<file path="src/rtl/tt_um_gate_arb.sv">
// tt_um_gate_arb: four requesters share one 2-input logic unit (AND/OR/XOR/NAND)
// under round-robin arbitration, with a per-grant watchdog and a sticky error flag.
`default_nettype none

module tt_um_gate_arb (
  input  logic       clk,
  input  logic       rst_n,
  input  logic       ena,
  input  logic [7:0] ui_in,
  input  logic [7:0] uio_in,
  output logic [7:0] uo_out,
  output logic [7:0] uio_out,
  output logic [7:0] uio_oe
);

  typedef enum logic [1:0] {
    IDLE = 2'd0,
    EXEC = 2'd1,
    RESP = 2'd2
  } state_t;

  localparam logic [3:0] WD_MAX = 4'd15;

  state_t     state, state_nx;
  logic [1:0] ptr, ptr_nx;
  logic [1:0] idx, idx_nx;
  logic [1:0] op, op_nx;
  logic       a, a_nx;
  logic       b, b_nx;
  logic       result, result_nx;
  logic [3:0] wd, wd_nx;
  logic       err, err_nx;

  logic [3:0] req;
  logic       hold;
  logic       found;
  logic [1:0] win;
  logic [1:0] cand;
  logic       unused_ok;

  assign req       = ui_in[3:0];
  assign hold      = ui_in[6];
  assign unused_ok = &{1'b0, ena, ui_in[7]};

  // Rotating priority search starting at ptr.
  always_comb begin
    found = 1'b0;
    win   = ptr;
    cand  = ptr;
    for (int k = 0; k < 4; k++) begin
      cand = ptr + 2'(k);
      if (!found && req[cand]) begin
        found = 1'b1;
        win   = cand;
      end
    end
  end

  always_comb begin
    state_nx  = state;
    ptr_nx    = ptr;
    idx_nx    = idx;
    op_nx     = op;
    a_nx      = a;
    b_nx      = b;
    result_nx = result;
    wd_nx     = wd;
    err_nx    = err;
    case (state)
      IDLE: begin
        if (!hold && found) begin
          idx_nx   = win;
          op_nx    = ui_in[5:4];
          a_nx     = uio_in[{win, 1'b0}];
          b_nx     = uio_in[{win, 1'b1}];
          state_nx = EXEC;
        end
      end
      EXEC: begin
        case (op)
          2'b00:   result_nx = a & b;
          2'b01:   result_nx = a | b;
          2'b10:   result_nx = a ^ b;
          default: result_nx = ~(a & b);
        endcase
        wd_nx    = 4'd0;
        state_nx = RESP;
      end
      RESP: begin
        if (!req[idx]) begin
          ptr_nx   = idx + 2'd1;
          state_nx = IDLE;
        end else if (wd == WD_MAX) begin
          // Requester never released: flag it and move on so others are not starved.
          err_nx   = 1'b1;
          ptr_nx   = idx + 2'd1;
          state_nx = IDLE;
        end else begin
          wd_nx = wd + 4'd1;
        end
      end
      default: state_nx = IDLE;
    endcase
  end

  always_ff @(posedge clk) begin
    if (!rst_n) begin
      state  <= IDLE;
      ptr    <= 2'd0;
      idx    <= 2'd0;
      op     <= 2'd0;
      a      <= 1'b0;
      b      <= 1'b0;
      result <= 1'b0;
      wd     <= 4'd0;
      err    <= 1'b0;
    end else begin
      state  <= state_nx;
      ptr    <= ptr_nx;
      idx    <= idx_nx;
      op     <= op_nx;
      a      <= a_nx;
      b      <= b_nx;
      result <= result_nx;
      wd     <= wd_nx;
      err    <= err_nx;
    end
  end

  // Outputs decode registered state only; nothing from the inputs reaches uo_out.
  assign uo_out[3:0] = (state == RESP) ? (4'b0001 << idx) : 4'b0000;
  assign uo_out[4]   = (state == RESP);
  assign uo_out[5]   = (state == RESP) & result;
  assign uo_out[6]   = (state != IDLE);
  assign uo_out[7]   = err;

  assign uio_out = 8'h00;
  assign uio_oe  = 8'h00;

endmodule

`default_nettype wire

</file>
<file path="config.mk">
export PLATFORM = sky130hd
export DESIGN_NAME = tt_um_gate_arb
export DESIGN_NICKNAME = d
export VERILOG_FILES = /design/src/rtl/tt_um_gate_arb.sv
export SDC_FILE = /design/constraint.sdc
export NUM_CORES = 1
export LEC_CHECK = 0
export ABC_AREA = 1
export BUFFER_PORTS_ARGS = -buffer_cell sky130_fd_sc_hd__clkbuf_2
export CAP_MARGIN = 5
export CORE_MARGIN = 2
export CORE_UTILIZATION = 42
export CTS_BUF_LIST = sky130_fd_sc_hd__clkbuf_4
export DETAILED_ROUTE_END_ITERATION = 16
export HOLD_SLACK_MARGIN = 0.1
export PLACE_DENSITY = 0.71
export SLEW_MARGIN = 10
export SYNTH_ARGS = -nofsm -noshare
export SYNTH_HDL_FRONTEND = slang
export SYNTH_SLANG_ARGS = --single-unit
export TNS_END_PERCENT = 1
</file>
<file path="constraint.sdc">
create_clock -name clk -period 2.33 [get_ports clk]
set_clock_uncertainty 0.2 [all_clocks]
set_input_delay 0.1165 -clock clk [delete_from_list [all_inputs] [get_ports clk]]
set_output_delay 0.1165 -clock clk [all_outputs]
set_load 0.02 [all_outputs]
</file>
==> results of run 1 <==
[flip-flops by register name, indices dropped and copies added, names as in the netlist]
signal and cells:
wd 4, idx 2, op 2, ptr 2, state 2, a 1
b 1, err 1, result 1
[worst max-delay path: stages (launching register included)]
cell     delay (ns)
dfxtp_1        0.54
inv_4          0.11
nand2_1        0.09
nand2_2        0.10
o21ai_4        0.29
nand3_4        0.12
nand2_4        0.11
nand2_4        0.07
nand2_1        0.06
nand2_1        0.05
nand2_1        0.07
nand3_1        0.07
nand2_1        0.06
inv_1          0.03
[placed cells by master (no fill, tap or decap), types with 11 or more instances in the layout]
master,netlist,routed
a21oi_1,15,15
nand2_2,11,11
ha_1,12,12
o21ai_0,13,13
nand3_1,21,21
nand2_1,64,64
dfxtp_1,16,16
clkbuf_2,1,24
inv_1,28,28
conb_1,1,16
dlygate4sd3_1,0,12
[repair_timing]
item                                   in CTS  in global routing
setup buffers                               0                  0
setup endpoints to repair                   0                  0
endpoints found under the hold margin      16                  0
hold buffers                               12                  0
[final timing paths]
path | to | slack [ns]
setup / recovery | a | 0.27
hold / removal | err | 0.23
setup reg to reg | a | 0.27
hold reg to reg | op[1] | 0.27
[stage by stage]
stage | hold WS (ns) | util | instances | setup WS [ns] | power (mW)
6_report | 0.230 | 0.492 | 315 | 0.267 | 1.81
5_1_grt | 0.311 | 0.492 | 315 | 0.0622 | 2.03
4_1_cts | 0.233 | 0.492 | 315 | 0.266 | 1.83
3_5_place_dp | 0.149 | 0.452 | 299 | 0.282 | 1.65
3_3_place_gp | 0.148 | 0.452 | 299 | 0.285 | 1.64
2_1_floorplan | 0.0514 | - | 248 | 0.512 | 1.47
[logic make-up (layout without fill, tap and decap cells)]
kind of cell	Yosys count	after routing	share of synthesized area
AOI/OAI and AO/OA	35	35	0.133
other	1	16	0.00240
DFF	16	16	0.205
buffers and inverters	54	73	0.185
adders and majority gates	12	12	0.0959
and+or+nand+nor	115	115	0.380
[routing by layer]
layer / global-route usage / vias to the layer above
li1: - / 771
met1: 0.196 / 623
met2: 0.278 / 26
met3: 0.0104 / 6
met4: 0.0625 / 0
met5: 0 / -
[power by group through the flow]
stage / combinational, mW / sequential (mW) / clock [mW]
finish: 1.23 / 0.432 / 0.155
global route: 1.41 / 0.444 / 0.166
CTS: 1.24 / 0.432 / 0.160
detailed placement: 1.21 / 0.439 / 0
global placement: 1.20 / 0.436 / 0
floorplan: 1.06 / 0.412 / 0
[cell type report]
cell class | count | area share
Clock buffer | 3 | 0.0126
Inverter | 32 | 0.0685
Tap cell | 48 | 0.0336
Clock inverter | 1 | 0.00210
Timing Repair Buffer | 37 | 0.138
Sequential cell | 16 | 0.179
Multi-Input combinational cell | 178 | 0.566
==> results.md, run 1 <==
* Run status: finished clean
* Drt first pass iters at 4
* Wire per inst at 9.82 µm
* Worst Hold Launch: ui_in[2]
* Top Metal Used: met4
* Largest net degree at the start of global routing at 13
* Req. time, crit path at 2.33 ns
* Post-synth cell types at 29
* Cell count after synthesis at 233
* Clock network power share at 0.086
* Pwr per Cell Area at 1010 mW/mm²
* Synth top area share at 0.205
* Ys flop type: dfxtp_1
* CTS Buf Count at 3
* Setup TNS at 0 ns
* Hold Crit Class: in -> reg
* IO Pins at 43
* Yosys reg bits at 16
* Residual DRC at 0
* Critical path class: reg -> reg
* Synthesis Warnings at 0
* Initial antenna violation count at 0
* Synth top cells by count: 64 x nand2_1, 28 x inv_1, 21 x nand3_1
* Area growth from synthesis to layout at 14.3%
* Sequential power share at 0.238
* Mapped Area at 0.00157 mm²
* Die Y at 65.0 µm
* Fin area at 0.00179 mm²
* Layout cells sized above 1 at 0.206
* # clock sinks at 16
* GRT Overall Usage at 0.157
* Clock transition at the registers of the reported paths at 0.10 ns
* Reg2reg start: ptr[1]
* Post-synth ARST share at 0
* TritonCTS clock tree: done
* Post_cts resized at 0
* Dominant cells by area after synthesis: dfxtp_1 20%, nand2_1 15%, ha_1 9.6%, buf_4 8.6%, inv_1 6.7%
* Die extent in x at 65.0 µm
* Vias in the first global route at 1266
* R2R depth at 13
* Final min period at 2.06 ns
* Final GP Congestion at 0.808
* Multi-input gate area at 0.00101 mm²
* Max Clock Freq at 485 MHz
* Die area at 0.00423 mm²
* Root Buffer: clkbuf_4
* DR iter-0 viols at 57
* Nets at 299
* Final ANT Viol Nets at 0
* LEAKAGE at 0.953 nW
* Post-Syn Area per Cell at 6.72 µm²
* Vias per inst at 4.53
* Endpoints failing setup at 0
* Post-synth top area cell: dfxtp_1
* Type of origin of the critical path: register
* Pint at 0.830 mW
* Dpl hpwl at 2270 µm
* Final Max Slew Viols at 0
* Starting density of the core at 0.431
* Placed cell area at 0.00164 mm²
* Ant diodes at 0
* Longest Clk Path Bufs at 2
* Drt total wl at 3090 µm
* Sw frac at 0.542
* Logic pwr share at 0.676
* DR WL met3 at 73 µm
* M1 wire length at 1390 µm
* Net Sw Power at 0.982 mW
* Final count of hold timing violations at 0
* Final Cycle Share at 0.885
* Post-synthesis sequential area ratio at 0.205
* RSZ-0062 raised after global routing: no
* Core area at 0.00363 mm²
* Sequential cell area at 320 µm²
* WP data arrival at 2.06 ns
* First-pass GRT wire length at 5330 µm
* Max-cap violations at 0
* Routed length on met2 at 1580 µm
* CP max FO at 8
* Peak supply drop at 0.000644 V
* Clk Latency, worst-skew pair at 0.29 ns
* Depth of the CTS H-tree at 1
* Crit. End Element: register
* Post-synth EDFFs at 0
* Total gr overflow at 0
* Hold Path Depth at 7
* FILL cells at 399
* Dominant cell by count in the synthesized netlist: nand2_1
* PortBufs at 24
* Vias at 1426
* Row Count at 22
* Start point of the critical path: ptr[1]
(Power assumes the default switching activity.)
==> run 2, diff against run 1 <==
ABC_AREA = unset   (was 1)
CORE_ASPECT_RATIO = 0.75   (was unset)
PLACE_DENSITY = 0.74   (was 0.71)
==> results.md, run 2 <==
* Run status: finished clean
* GR Layer Usage met3 at 0.0441
* Root Buffer: clkbuf_4
* PortBufs at 24
* Clk Latency, worst-skew pair at 0.28 ns
* Critical path's slowest cell: mux4_2
* R2R depth at 5
* Levels on crit path at 5
* Vias per inst at 4.93
* TritonCTS clock tree: done
* Synthesis Warnings at 0
* Reg2reg start: idx[0]
* Fin cells at 215
* Starting density of the core at 0.430
* Max Clock Freq at 519 MHz
* Routing usage on met1 at 0.190
* Final min period at 1.93 ns
* Drt first pass iters at 4
* Vias at 1061
* Final GP Congestion at 0.783
* Reg2reg end: wd[1]
* First-pass GRT wire length at 4380 µm
* # clock sinks at 16
* Dominant cell by count in the synthesized netlist: buf_4
* Post_cts resized at 0
* CTS Buf Count at 3
* Initial antenna violation count at 0
* Depth of the CTS H-tree at 1
* Family with the most delay on the worst path: multiplexers
* Endpoints failing setup at 0
* Total gr overflow at 0
* Wire per inst at 12.1 µm
* Layout cells sized above 1 at 0.209
* Critical Path End: wd[1]
* Largest net degree at the start of global routing at 22
* Post-synth top area cell: dfxtp_1
* GR peak layer: met2
* Crit. End Element: register
* Worst-margin pin slew at 0.491 ns
* Nets at 209
* Final Max Slew Viols at 0
* Hold Crit Class: in -> reg
* Max FFs per register at 4
* Post-synthesis sequential area ratio at 0.259
* R2r setup slk at 0.40 ns
* Cell count after synthesis at 141
* Synth top area share at 0.259
* Ys flop type: dfxtp_1
* Req. time, crit path at 2.34 ns
* Final Cycle Share at 0.826
* Peak supply drop at 0.000505 V
* Most frequent cells in the layout: 24 x clkbuf_2, 16 x conb_1, 16 x dfxtp_1
* Drt total wl at 2600 µm
* Residual DRC at 0
* CP Cell Sequence: mux4_2 -> a21boi_4 -> or2b_2 -> nand3_1 -> o21ai_0
* LEAKAGE at 0.634 nW
* Met2 Use GR at 0.307
* Pwr per Cell Area at 630 mW/mm²
* Start point of the critical path: idx[0]
* Clock transition at the registers of the reported paths at 0.10 ns
* Slowest stage delay, CP at 0.60 ns
* Vias in the first global route at 1025
* Die Y at 51.0 µm
* WP data arrival at 1.94 ns
* WP buf/inv at 0
* GRT Overall Usage at 0.166
* Post-synth ARST share at 0
* CP max FO at 7
* Dpl hpwl at 1900 µm
* Type of origin of the critical path: register
* Post-Syn Area per Cell at 8.76 µm²
* Area growth from synthesis to layout at 18.6%
* FILL cells at 268
* Post-synth EDFFs at 0
* Mapped Area at 0.00123 mm²
* Max-cap violations at 0
* Row Count at 17
* Longest Clk Path Bufs at 2
* Max_slew headroom at 0.669
* Post-synth cell types at 39
* Final ANT Viol Nets at 0
* DR iter-0 viols at 25
* RSZ-0062 raised after global routing: no
* Final count of hold timing violations at 0
* Largest reg by FF count: wd
* Commonest non-fill, non-tap cell in the layout: clkbuf_2
* Ant diodes at 0
* Die extent in x at 66.6 µm
* Setup TNS at 0 ns
* IO Pins at 43
* Yosys reg bits at 16
* Dominant cells by area after synthesis: dfxtp_1 26%, ha_1 12%, buf_4 10%, mux2i_1 5.7%, nand3_1 4.9%
* Die area at 0.00339 mm²
* Synth top cells by count: 17 x buf_4, 16 x dfxtp_1, 12 x ha_1, 12 x nand3_1
* Dpl cells at 198
* Critical path class: reg -> reg
* Core area at 0.00287 mm²
[run 2: cell types whose count changed after synthesis, moves of 7 or more]
cell,delta
nand2_2,-10
mux2i_1,+7
inv_1,-18
nand2_1,-54
a21oi_1,-13
nand3_1,-9
[run 2: final cells by class]
| type | instances | area (µm²) | area share |
|---|---|---|---|
| Clock buffer | 3 | 22.5 | 0.0154 |
| Clock inverter | 1 | 3.75 | 0.00256 |
| Inverter | 10 | 37.5 | 0.0256 |
| Multi-Input combinational cell | 110 | 783 | 0.535 |
| Sequential cell | 16 | 320 | 0.219 |
| Tap cell | 38 | 47.5 | 0.0325 |
| Timing Repair Buffer | 37 | 250 | 0.171 |
[run 2: report_power, final]
part	leakage, nW	switching [mW]	internal [mW]
clock network	0.0154	0.0859	0.0621
logic	0.488	0.255	0.170
registers	0.130	0.0356	0.314
[run 2: stage by stage]
stage / area, µm² / power (mW) / setup slack (ns) / hold slack [ns] / util
2_1_floorplan: 1290 / 0.672 / 0.585 / 0.0725 / -
3_3_place_gp: 1310 / 0.733 / 0.475 / 0.165 / 0.456
3_5_place_dp: 1310 / 0.759 / 0.423 / 0.172 / 0.456
4_1_cts: 1470 / 0.935 / 0.393 / 0.111 / 0.510
5_1_grt: 1470 / 1.01 / 0.294 / 0.140 / 0.510
6_report: 1470 / 0.923 / 0.404 / 0.127 / 0.510
[run 2: repair_timing]
| item | CTS | global route |
|---|---|---|
| hold buffers | 13 | 0 |
| buffers inserted | 0 | 0 |
| hold endpoints to repair | 4 | 0 |
[run 2: cell families (layout without fill, tap and decap cells)]
| family | Yosys count | after routing | synth area share |
|---|---|---|---|
| buf+inv | 30 | 51 | 0.152 |
| simple gates | 47 | 47 | 0.210 |
| mux | 8 | 8 | 0.0750 |
| compound gates | 26 | 26 | 0.172 |
| fa+ha+maj | 12 | 12 | 0.122 |
| xor+xnor | 1 | 1 | 0.00709 |
| flops | 16 | 16 | 0.259 |
| other cells | 1 | 16 | 0.00304 |
[run 2: routing by layer]
metal | wire (µm) | up-vias
met5 | 0 | -
met4 | 31 | 0
met3 | 146 | 4
met2 | 1370 | 40
met1 | 1060 | 491
li1 | - | 526
[run 2: worst min path at each step]
stage / startpoint / to / slack (ns) / cells past startpoint
finish: rst_n / err / 0.13 / 2
global route: rst_n / err / 0.14 / 2
CTS: rst_n / err / 0.11 / 2
detailed placement: ui_in[5] / op[1] / 0.17 / 3
global placement: ui_in[4] / op[0] / 0.16 / 3
floorplan: ui_in[4] / op[0] / 0.07 / 2
